<file path="src/rtl/regbank_pkg.sv">
// Shared width helpers for the register-bank write arbiter and readers of the bank.
package regbank_pkg;

    // Index width for n items, never narrower than one bit.
    function automatic int unsigned idx_w(input int unsigned n);
        return (n > 1) ? $clog2(n) : 1;
    endfunction

endpackage

</file>
<file path="src/rtl/rr_arbiter.sv">
// Combinational round-robin arbiter: first requester at or after ptr wins.
module rr_arbiter
    import regbank_pkg::*;
#(
    parameter int unsigned N    = 4,
    parameter int unsigned IdxW = idx_w(N)
) (
    input  logic [N-1:0]    req,
    input  logic            en,
    input  logic [IdxW-1:0] ptr,
    output logic [N-1:0]    gnt,
    output logic [IdxW-1:0] gnt_idx,
    output logic            gnt_valid
);

    // Walk N slots starting at ptr, wrapping modulo N.
    always_comb begin
        int unsigned idx;
        gnt       = '0;
        gnt_idx   = '0;
        gnt_valid = 1'b0;
        idx       = 0;
        for (int unsigned off = 0; off < N; off++) begin
            idx = (32'(ptr) + off) % N;
            if (en && !gnt_valid && req[IdxW'(idx)]) begin
                gnt[IdxW'(idx)] = 1'b1;
                gnt_idx         = IdxW'(idx);
                gnt_valid       = 1'b1;
            end
        end
    end

endmodule

</file>
<file path="src/rtl/regbank_wr_arbiter.sv">
// Round-robin write arbiter feeding a one-entry stage that commits into a
// Depth x Width register bank; read port forwards the staged write.
module regbank_wr_arbiter
    import regbank_pkg::*;
#(
    parameter int unsigned NumReq = 4,
    parameter int unsigned Width  = 8,
    parameter int unsigned Depth  = 8,
    parameter int unsigned AddrW  = idx_w(Depth)
) (
    input  logic                      CLK,
    input  logic                      RST,
    input  logic [Depth*Width-1:0]    RST_VAL,
    input  logic                      HOLD,
    input  logic [NumReq-1:0]         REQ_VALID,
    output logic [NumReq-1:0]         REQ_READY,
    input  logic [NumReq*AddrW-1:0]   REQ_ADDR,
    input  logic [NumReq*Width-1:0]   REQ_DATA,
    input  logic [AddrW-1:0]          RD_ADDR,
    output logic [Width-1:0]          RD_DATA,
    output logic                      WR_COMMIT,
    output logic [AddrW-1:0]          WR_ADDR,
    output logic [idx_w(NumReq)-1:0]  WR_SRC
);

    localparam int unsigned SrcW = idx_w(NumReq);

    logic [Width-1:0] bank_q [Depth];
    logic [SrcW-1:0]  ptr_q,      ptr_d;
    logic             stg_vld_q,  stg_vld_d;
    logic [AddrW-1:0] stg_addr_q, stg_addr_d;
    logic [Width-1:0] stg_data_q, stg_data_d;
    logic [SrcW-1:0]  stg_src_q,  stg_src_d;

    logic [NumReq-1:0] gnt;
    logic [SrcW-1:0]   gnt_idx;
    logic              gnt_valid;
    logic              commit_c;

    rr_arbiter #(
        .N    (NumReq),
        .IdxW (SrcW)
    ) u_arb (
        .req       (REQ_VALID),
        .en        (!HOLD && !RST),
        .ptr       (ptr_q),
        .gnt       (gnt),
        .gnt_idx   (gnt_idx),
        .gnt_valid (gnt_valid)
    );

    assign REQ_READY = gnt;

    // A staged write held across a reset edge is discarded, so it never reports a commit.
    assign commit_c  = stg_vld_q && !RST;
    assign WR_COMMIT = commit_c;
    assign WR_ADDR   = stg_addr_q;
    assign WR_SRC    = stg_src_q;

    // Next pointer and stage contents from the current grant.
    always_comb begin
        ptr_d      = ptr_q;
        stg_vld_d  = 1'b0;
        stg_addr_d = stg_addr_q;
        stg_data_d = stg_data_q;
        stg_src_d  = stg_src_q;
        if (gnt_valid) begin
            ptr_d      = (32'(gnt_idx) == NumReq - 1) ? '0 : gnt_idx + SrcW'(1);
            stg_vld_d  = 1'b1;
            stg_addr_d = REQ_ADDR[32'(gnt_idx)*AddrW +: AddrW];
            stg_data_d = REQ_DATA[32'(gnt_idx)*Width +: Width];
            stg_src_d  = gnt_idx;
        end
    end

    // Pointer and stage registers.
    always_ff @(posedge CLK) begin
        if (RST) begin
            ptr_q      <= '0;
            stg_vld_q  <= 1'b0;
            stg_addr_q <= '0;
            stg_data_q <= '0;
            stg_src_q  <= '0;
        end else begin
            ptr_q      <= ptr_d;
            stg_vld_q  <= stg_vld_d;
            stg_addr_q <= stg_addr_d;
            stg_data_q <= stg_data_d;
            stg_src_q  <= stg_src_d;
        end
    end

    // Bank: load reset values, otherwise commit the staged write; out-of-range addresses match no entry.
    always_ff @(posedge CLK) begin
        for (int unsigned k = 0; k < Depth; k++) begin
            if (RST) begin
                bank_q[k] <= RST_VAL[k*Width +: Width];
            end else if (stg_vld_q && stg_addr_q == AddrW'(k)) begin
                bank_q[k] <= stg_data_q;
            end
        end
    end

    // Read port with forwarding from the committing stage.
    always_comb begin
        RD_DATA = '0;
        if (32'(RD_ADDR) < Depth) begin
            if (commit_c && stg_addr_q == RD_ADDR) begin
                RD_DATA = stg_data_q;
            end else begin
                RD_DATA = bank_q[RD_ADDR];
            end
        end
    end

endmodule

</file>
<file path="config.mk">
export PLATFORM = sky130hd
export DESIGN_NAME = regbank_wr_arbiter
export DESIGN_NICKNAME = d
export VERILOG_FILES = /design/src/rtl/regbank_pkg.sv /design/src/rtl/rr_arbiter.sv /design/src/rtl/regbank_wr_arbiter.sv
export SDC_FILE = /design/constraint.sdc
export NUM_CORES = 1
export LEC_CHECK = 0
export CORE_MARGIN = 2
export CORE_UTILIZATION = 38
export CTS_CLUSTER_DIAMETER = 30
export CTS_CLUSTER_SIZE = 25
export DETAILED_ROUTE_END_ITERATION = 10
export PLACE_DENSITY = 0.66
export SLEW_MARGIN = 20
export SYNTH_ARGS = -nofsm -noshare
export SYNTH_HDL_FRONTEND = slang
export SYNTH_HIERARCHICAL = 1
export SYNTH_SLANG_ARGS = --single-unit
</file>
<file path="constraint.sdc">
create_clock -name CLK -period 4.65 [get_ports CLK]
set_input_delay 1.1625 -clock CLK [delete_from_list [all_inputs] [get_ports CLK]]
set_output_delay 1.1625 -clock CLK [all_outputs]
set_load 0.03 [all_outputs]
</file>
# Yosys cells after proc, flatten, opt, wreduce, memory -nomap -nowiden
# Memories as Yosys holds them, arrays and structs flattened.
# Cells that the tools add are included.
# word_totals
n_memories,1
latchBits,0
reg_bits,16
input_bits,118
mem_bits_ro,0
ram_bits,64
output_inout_bits,18
# op_classes
bitwise_logic,11
div,0
n_eq_ne,9
n_mul,1
mux,65
n_addsub,4
n_reduce_logical,28
order_cmp,8
n_shift,2
# mem_list
memory,words,width,rd,rd_clocked_by_memory_dff,wr,line_no,rtl
bank_q,8,8,1,0,8,regbank_wr_arbiter.sv:28,logic [Width-1:0] bank_q [Depth];
# op_table
cell,n
$mux 8,9
$mux 1,39
$shiftx 32x6->8,1
$logic_and 1x1->1,22
$mux 4,4
$eq 3x3->1 const B,4
$lt 2x3->1 const B,4
$or 4x4->4,3
$shiftx 12x5->3,1
$mux 2,5
$bmux 1 s2,4
$demux 1 s2,4
$ge 2x1->1 const B,4
$or 1x1->1,8
$eq 3x2->1 const B,2
$logic_not 1->1,5
$add 2x1->2 const B,2
$add 2x2->2 const B,2
$mul 2x2->4 const B,1
$eq 3x1->1 const B,1
$eq 3x3->1,1
$logic_not 3->1,1
$eq 2x2->1 const B,1

# Depth between registers and ports, before layout
# depth
depth_word,18
depth_mapped,12

# Cells and area by module
# The synthesis kept the hierarchy.
# modules_own_cells
mod,n_inst,seq_area_each_um2,area_per_inst_um2,cells_per_inst
regbank_wr_arbiter,1,2242.2,4355.4,277
rr_arbiter,1,0.0,549.3,66

# Worst setup path before layout
# No wires, ideal clock.
# synth_timing
kind,input-to-output
from,in RST
to,out REQ_READY[0]
slack_ps,444
path_buffers,3
cell_stages,8
required_ps,3488
arrival_time_ps,3043
path_cell_list,clkbuf_1 > buf_1 > nor2_1 > buf_1 > nand2_1 > nor4b_1 > o21ai_2 > o2bb2ai_1
# synth_via
elab_chain_len,16
elab_cells_between_ends,22
cone_classes,7 x mux; 3 x bitwise; 12 x reduce/logical
# synth_rtl
item,line_no,rtl
"start, declared",regbank_wr_arbiter.sv:12,"input logic RST,"
$logic_not 1->1 *,regbank_wr_arbiter.sv:45,".en (!HOLD && !RST),"
$logic_and 1x1->1 *,regbank_wr_arbiter.sv:45,
$logic_and 1x1->1,rr_arbiter.sv:25,if (en && !gnt_valid && req[IdxW'(idx)]) begin
$mux 1,rr_arbiter.sv:25,
$logic_not 1->1,rr_arbiter.sv:25,
$logic_and 1x1->1 (2 in a row),rr_arbiter.sv:25,
$mux 1,rr_arbiter.sv:25,
$logic_not 1->1,rr_arbiter.sv:25,
$logic_and 1x1->1 (2 in a row),rr_arbiter.sv:25,
$mux 1,rr_arbiter.sv:25,
$logic_not 1->1,rr_arbiter.sv:25,
$logic_and 1x1->1 (2 in a row),rr_arbiter.sv:25,
$mux 4 *,rr_arbiter.sv:25,
"end, declared",regbank_wr_arbiter.sv:16,"output logic [NumReq-1:0] REQ_READY,"
# Every way passes the cells marked *; elsewhere a longest branch is shown, timed or not.

# Final worst setup path
# layout_timing
from,in RD_ADDR[0]
to,out RD_DATA[6]
# layout_via
elab_chain_len,3
elab_cells_between_ends,4
cone_classes,1 x eq/ne; 1 x mux; 1 x reduce/logical; 1 x memory
# layout_rtl
item,line_no,rtl
"start, declared",regbank_wr_arbiter.sv:19,"input logic [AddrW-1:0] RD_ADDR,"
"parallel branches: the longest is 2 deep, another holds $mem_v2 8x8",n/a,
$mux 8 *,regbank_wr_arbiter.sv:108,if (commit_c && stg_addr_q == RD_ADDR) begin
"end, declared",regbank_wr_arbiter.sv:20,"output logic [Width-1:0] RD_DATA,"
# Mark *: on every way between the ends.

==> results.toml <==
[global_route]
grt_first_pass_wirelength_um = 20400
maximum_number_of_pins_on_one_net_before_global_route_repair = 28
grt_use_total_pct = 19.5
first_global_vias = 3545
globalRoute.totalOverflow = 0
grt_antenna_before_repair = 0

[clocking]
worst_setup_hold_path_clk_slew_ns = 0.06
ctsHoldBuffers = 0
numCtsBuffers = 9
cts.root.buffer_cell = "clkbuf_16"
clock_sink_count = 80
clockBufferDepth = 2
ctsResizeCount = 6
clock_insertion_delay_worst_skew_ns = 0.33
cts.htree.levels = 3
cts_tree = "done"
post_cts_setup_buffers = 0

[sta]
final.period_utilization_pct = 96.7
finalClockSkew_ns = 0.00445
worstMarginPinSlew_ns = 0.959
count_of_final_max_slew_check_failures = 0
final.min_clock_period_ns = 4.50
timing.final.ws_setup_ns = 0.153
maxSlewHeadroom_pct = 36.1
final-hold-violation-count = 0
finalSetupViolations = 0
fmax_mhz = 222
rsz_0062_raised_after_global_routing = "no"
fin_setup_tns_ns = 0

[synthesis]
yosysTopAreaCellShare_pct = 39.2
postSynthAreaPerCell_um2 = 14.3
mappedNetlistNets = 470
synth.yosys.seq_area_share_pct = 45.7
synth_warnings = 6
netlist-cell-type-count = 41
synth.top_cells.by_area = "edfxtp_1 (39%), mux2_2 (18%), mux4_2 (9.2%)"
netlist_instances = 343
leading_area_contributor_after_synthesis = "edfxtp_1"
netlist_area_um2 = 4900
flop_and_latch_count_out_of_synthesis = 80

[min_path]
holdCritStartpoint = "WR_SRC[1]"
hold_path.class = "reg -> reg"
worst_hold_path.endpoint = "WR_SRC[1]"
worst_hold_path.num_cells = 2

[floorplan]
dieHeight_um = 118
floorplan.initialDensity_pct = 38.9
die-width_um = 118
core_region_area_um2 = 12600
die-area_um2 = 13800
rows = 41
top_level_ports = 136

[finish]
post_route_design_area_um2 = 6720
final_layout_size_suffix_gt1_share_pct = 29.8
insertedDiodeCount = 0
nets = 598
layout-area-overhead-vs-synth_pct = 37.0
layoutNonFillerInstCount = 648
final.fill_count = 1072

[setup_path]
timing.rr.start = "ptr_q[1]"
critPathArrivalTime_ns = 3.33
crit_slowest_cell = "mux4_1"
critical_path.cell_chain = "clkdlybuf4s50_1, buf_12, mux4_1, mux2_2, mux2_4, dlygate4sd2_1"
end_kind = "output pin"
crit_path_max_fanout = 14
r2r_end = "stg_data_q[4]"
worstRegToRegCells = 10
crit_required_ns = 3.49
ff2ff_setup_slack_ns = 0.96
critPathKind = "in -> out"
timing.critical_path.from_type = "input port"
critPathMaxStageDelay_ns = 0.59

[detailed_routing]
total_number_of_vias = 3426
wirelength_um = 13400
detailedRoute.firstPassIterationCount = 4
avgRoutedWirePerCell_um = 20.6
first_iter_violations = 238
routed_via_density = 5.29
drtAntennaViolNets = 0
drc = 0

[pwr]
power.density_nw_per_um2 = 297
ir_drop_v = 0.000194
power_after_layout_mw = 2.00
p_leak_nw = 2.38

[outcome]
outcome = "complete, no violations"

[placement]
gpl.final_weighted_congestion = 0.817
dp_worst_setup_slack_ns = -0.0867
place.port_buffers = 135
hpwlAfterDp_um = 10000
dpl.cell_count = 632
placed_cell_area_um2 = 6410

[run]
cap_violations = 0
-- state kept, by name, summed over array words and instances (netlist names) --
register    flops
WR_SRC          2
WR_ADDR         3
stg_vld_q       1
ptr_q           2
bank_q         64
stg_data_q      8
-- cell usage after synthesis --
| cell | count |
|---|---|
| o21ai_2 | 1 |
| a21oi_1 | 3 |
| dfxtp_1 | 16 |
| or2b_1 | 1 |
| xnor2_1 | 3 |
| clkbuf_1 | 14 |
| o31a_1 | 1 |
| nand3_1 | 2 |
| o21ai_0 | 4 |
| nor3b_1 | 1 |
| mux2_2 | 80 |
| buf_1 | 3 |
| o211ai_1 | 1 |
| edfxtp_1 | 64 |
| a31o_2 | 2 |
| ha_1 | 9 |
| nor2_1 | 19 |
| and3_1 | 1 |
| or2_4 | 1 |
| and4_1 | 1 |
| o22ai_1 | 2 |
| nand2b_1 | 2 |
| inv_1 | 5 |
| o2bb2ai_1 | 5 |
| mux2_4 | 1 |
| mux4_1 | 11 |
| buf_12 | 1 |
| mux4_2 | 20 |
| o21bai_1 | 3 |
| or3_1 | 1 |
| nand4_1 | 1 |
| a22oi_1 | 1 |
| nand2_1 | 15 |
| mux2i_1 | 21 |
| nor2_2 | 3 |
| nand3b_1 | 2 |
| nor2b_1 | 6 |
| buf_2 | 7 |
| buf_6 | 4 |
| a21o_1 | 4 |
| nor4b_1 | 1 |
-- logic make-up (layout without fill, tap and decap cells) --
family | after synthesis | in the layout | synth area share (%)
muxes | 133 | 133 | 38.0
DFF | 80 | 80 | 45.7
and+or+nand+nor | 57 | 57 | 5.74
buffers and inverters | 34 | 167 | 3.72
AOI/OAI and AO/OA | 27 | 27 | 3.95
adders and majority gates | 9 | 9 | 2.30
xor gates and xnor gates | 3 | 3 | 0.536
-- per-layer routing --
metal  up-vias  track usage, %  share of wire [%]
met3        10            5.18                6.4
met4         0            6.10                1.7
met1      1696            24.6                 43
met2       125            32.7                 49
li1       1595               -                  -
met5         -               0                  0
-- worst max path at each step --
| stage | start | endpoint | slack [ns] | depth (start not counted) |
|---|---|---|---|---|
| floorplan | RST | REQ_READY[0] | 0.44 | 8 |
| detailed placement | RD_ADDR[0] | RD_DATA[6] | -0.09 | 6 |
| CTS | RD_ADDR[0] | RD_DATA[6] | 0.15 | 6 |
| global route | RD_ADDR[0] | RD_DATA[6] | 0.11 | 6 |
| finish | RD_ADDR[0] | RD_DATA[6] | 0.15 | 6 |
| global placement | RD_ADDR[0] | RD_DATA[2] | -0.02 | 6 |
-- worst max-delay path: cells and delay by family --
kind / cells / cell delay (ns)
buf+inv: 3 / 1.04
mux: 3 / 1.13
-- placed cells by master (no fill, tap or decap), types with 6 or more instances in the layout --
cell type        instances
clkdlybuf4s50_1        123
ha_1                     9
clkbuf_16                9
mux4_2                  20
mux2_2                  80
dfxtp_1                 16
nor2b_1                  6
mux4_1                  11
nor2_1                  19
mux2i_1                 21
nand2_1                 15
edfxtp_1                64
dlygate4sd2_1            6
buf_4                   15
-- cell type report --
type / instances / area [um^2] / area share [%]
multi-input combinational: 229 / 2490 / 37.0
sequential: 80 / 2240 / 33.4
timing repair buffer: 146 / 1440 / 21.4
clock buffer: 9 / 225 / 3.35
tap: 172 / 215 / 3.20
clock inverter: 7 / 96.3 / 1.43
inverter: 5 / 18.8 / 0.279
-- per-stage QoR --
stage	hold WS (ns)	util, %
2_1_floorplan	0.564	-
3_3_place_gp	0.477	50.8
3_5_place_dp	0.486	50.8
4_1_cts	0.509	53.3
5_1_grt	0.556	53.3
6_report	0.499	53.3
-- power by group --
part | total, mW | internal [mW] | switching [mW]
registers | 0.861 | 0.822 | 0.0385
logic | 0.380 | 0.225 | 0.154
clock network | 0.756 | 0.470 | 0.286
total | 2.00 | 1.52 | 0.479
(Power assumes the default switching activity.)
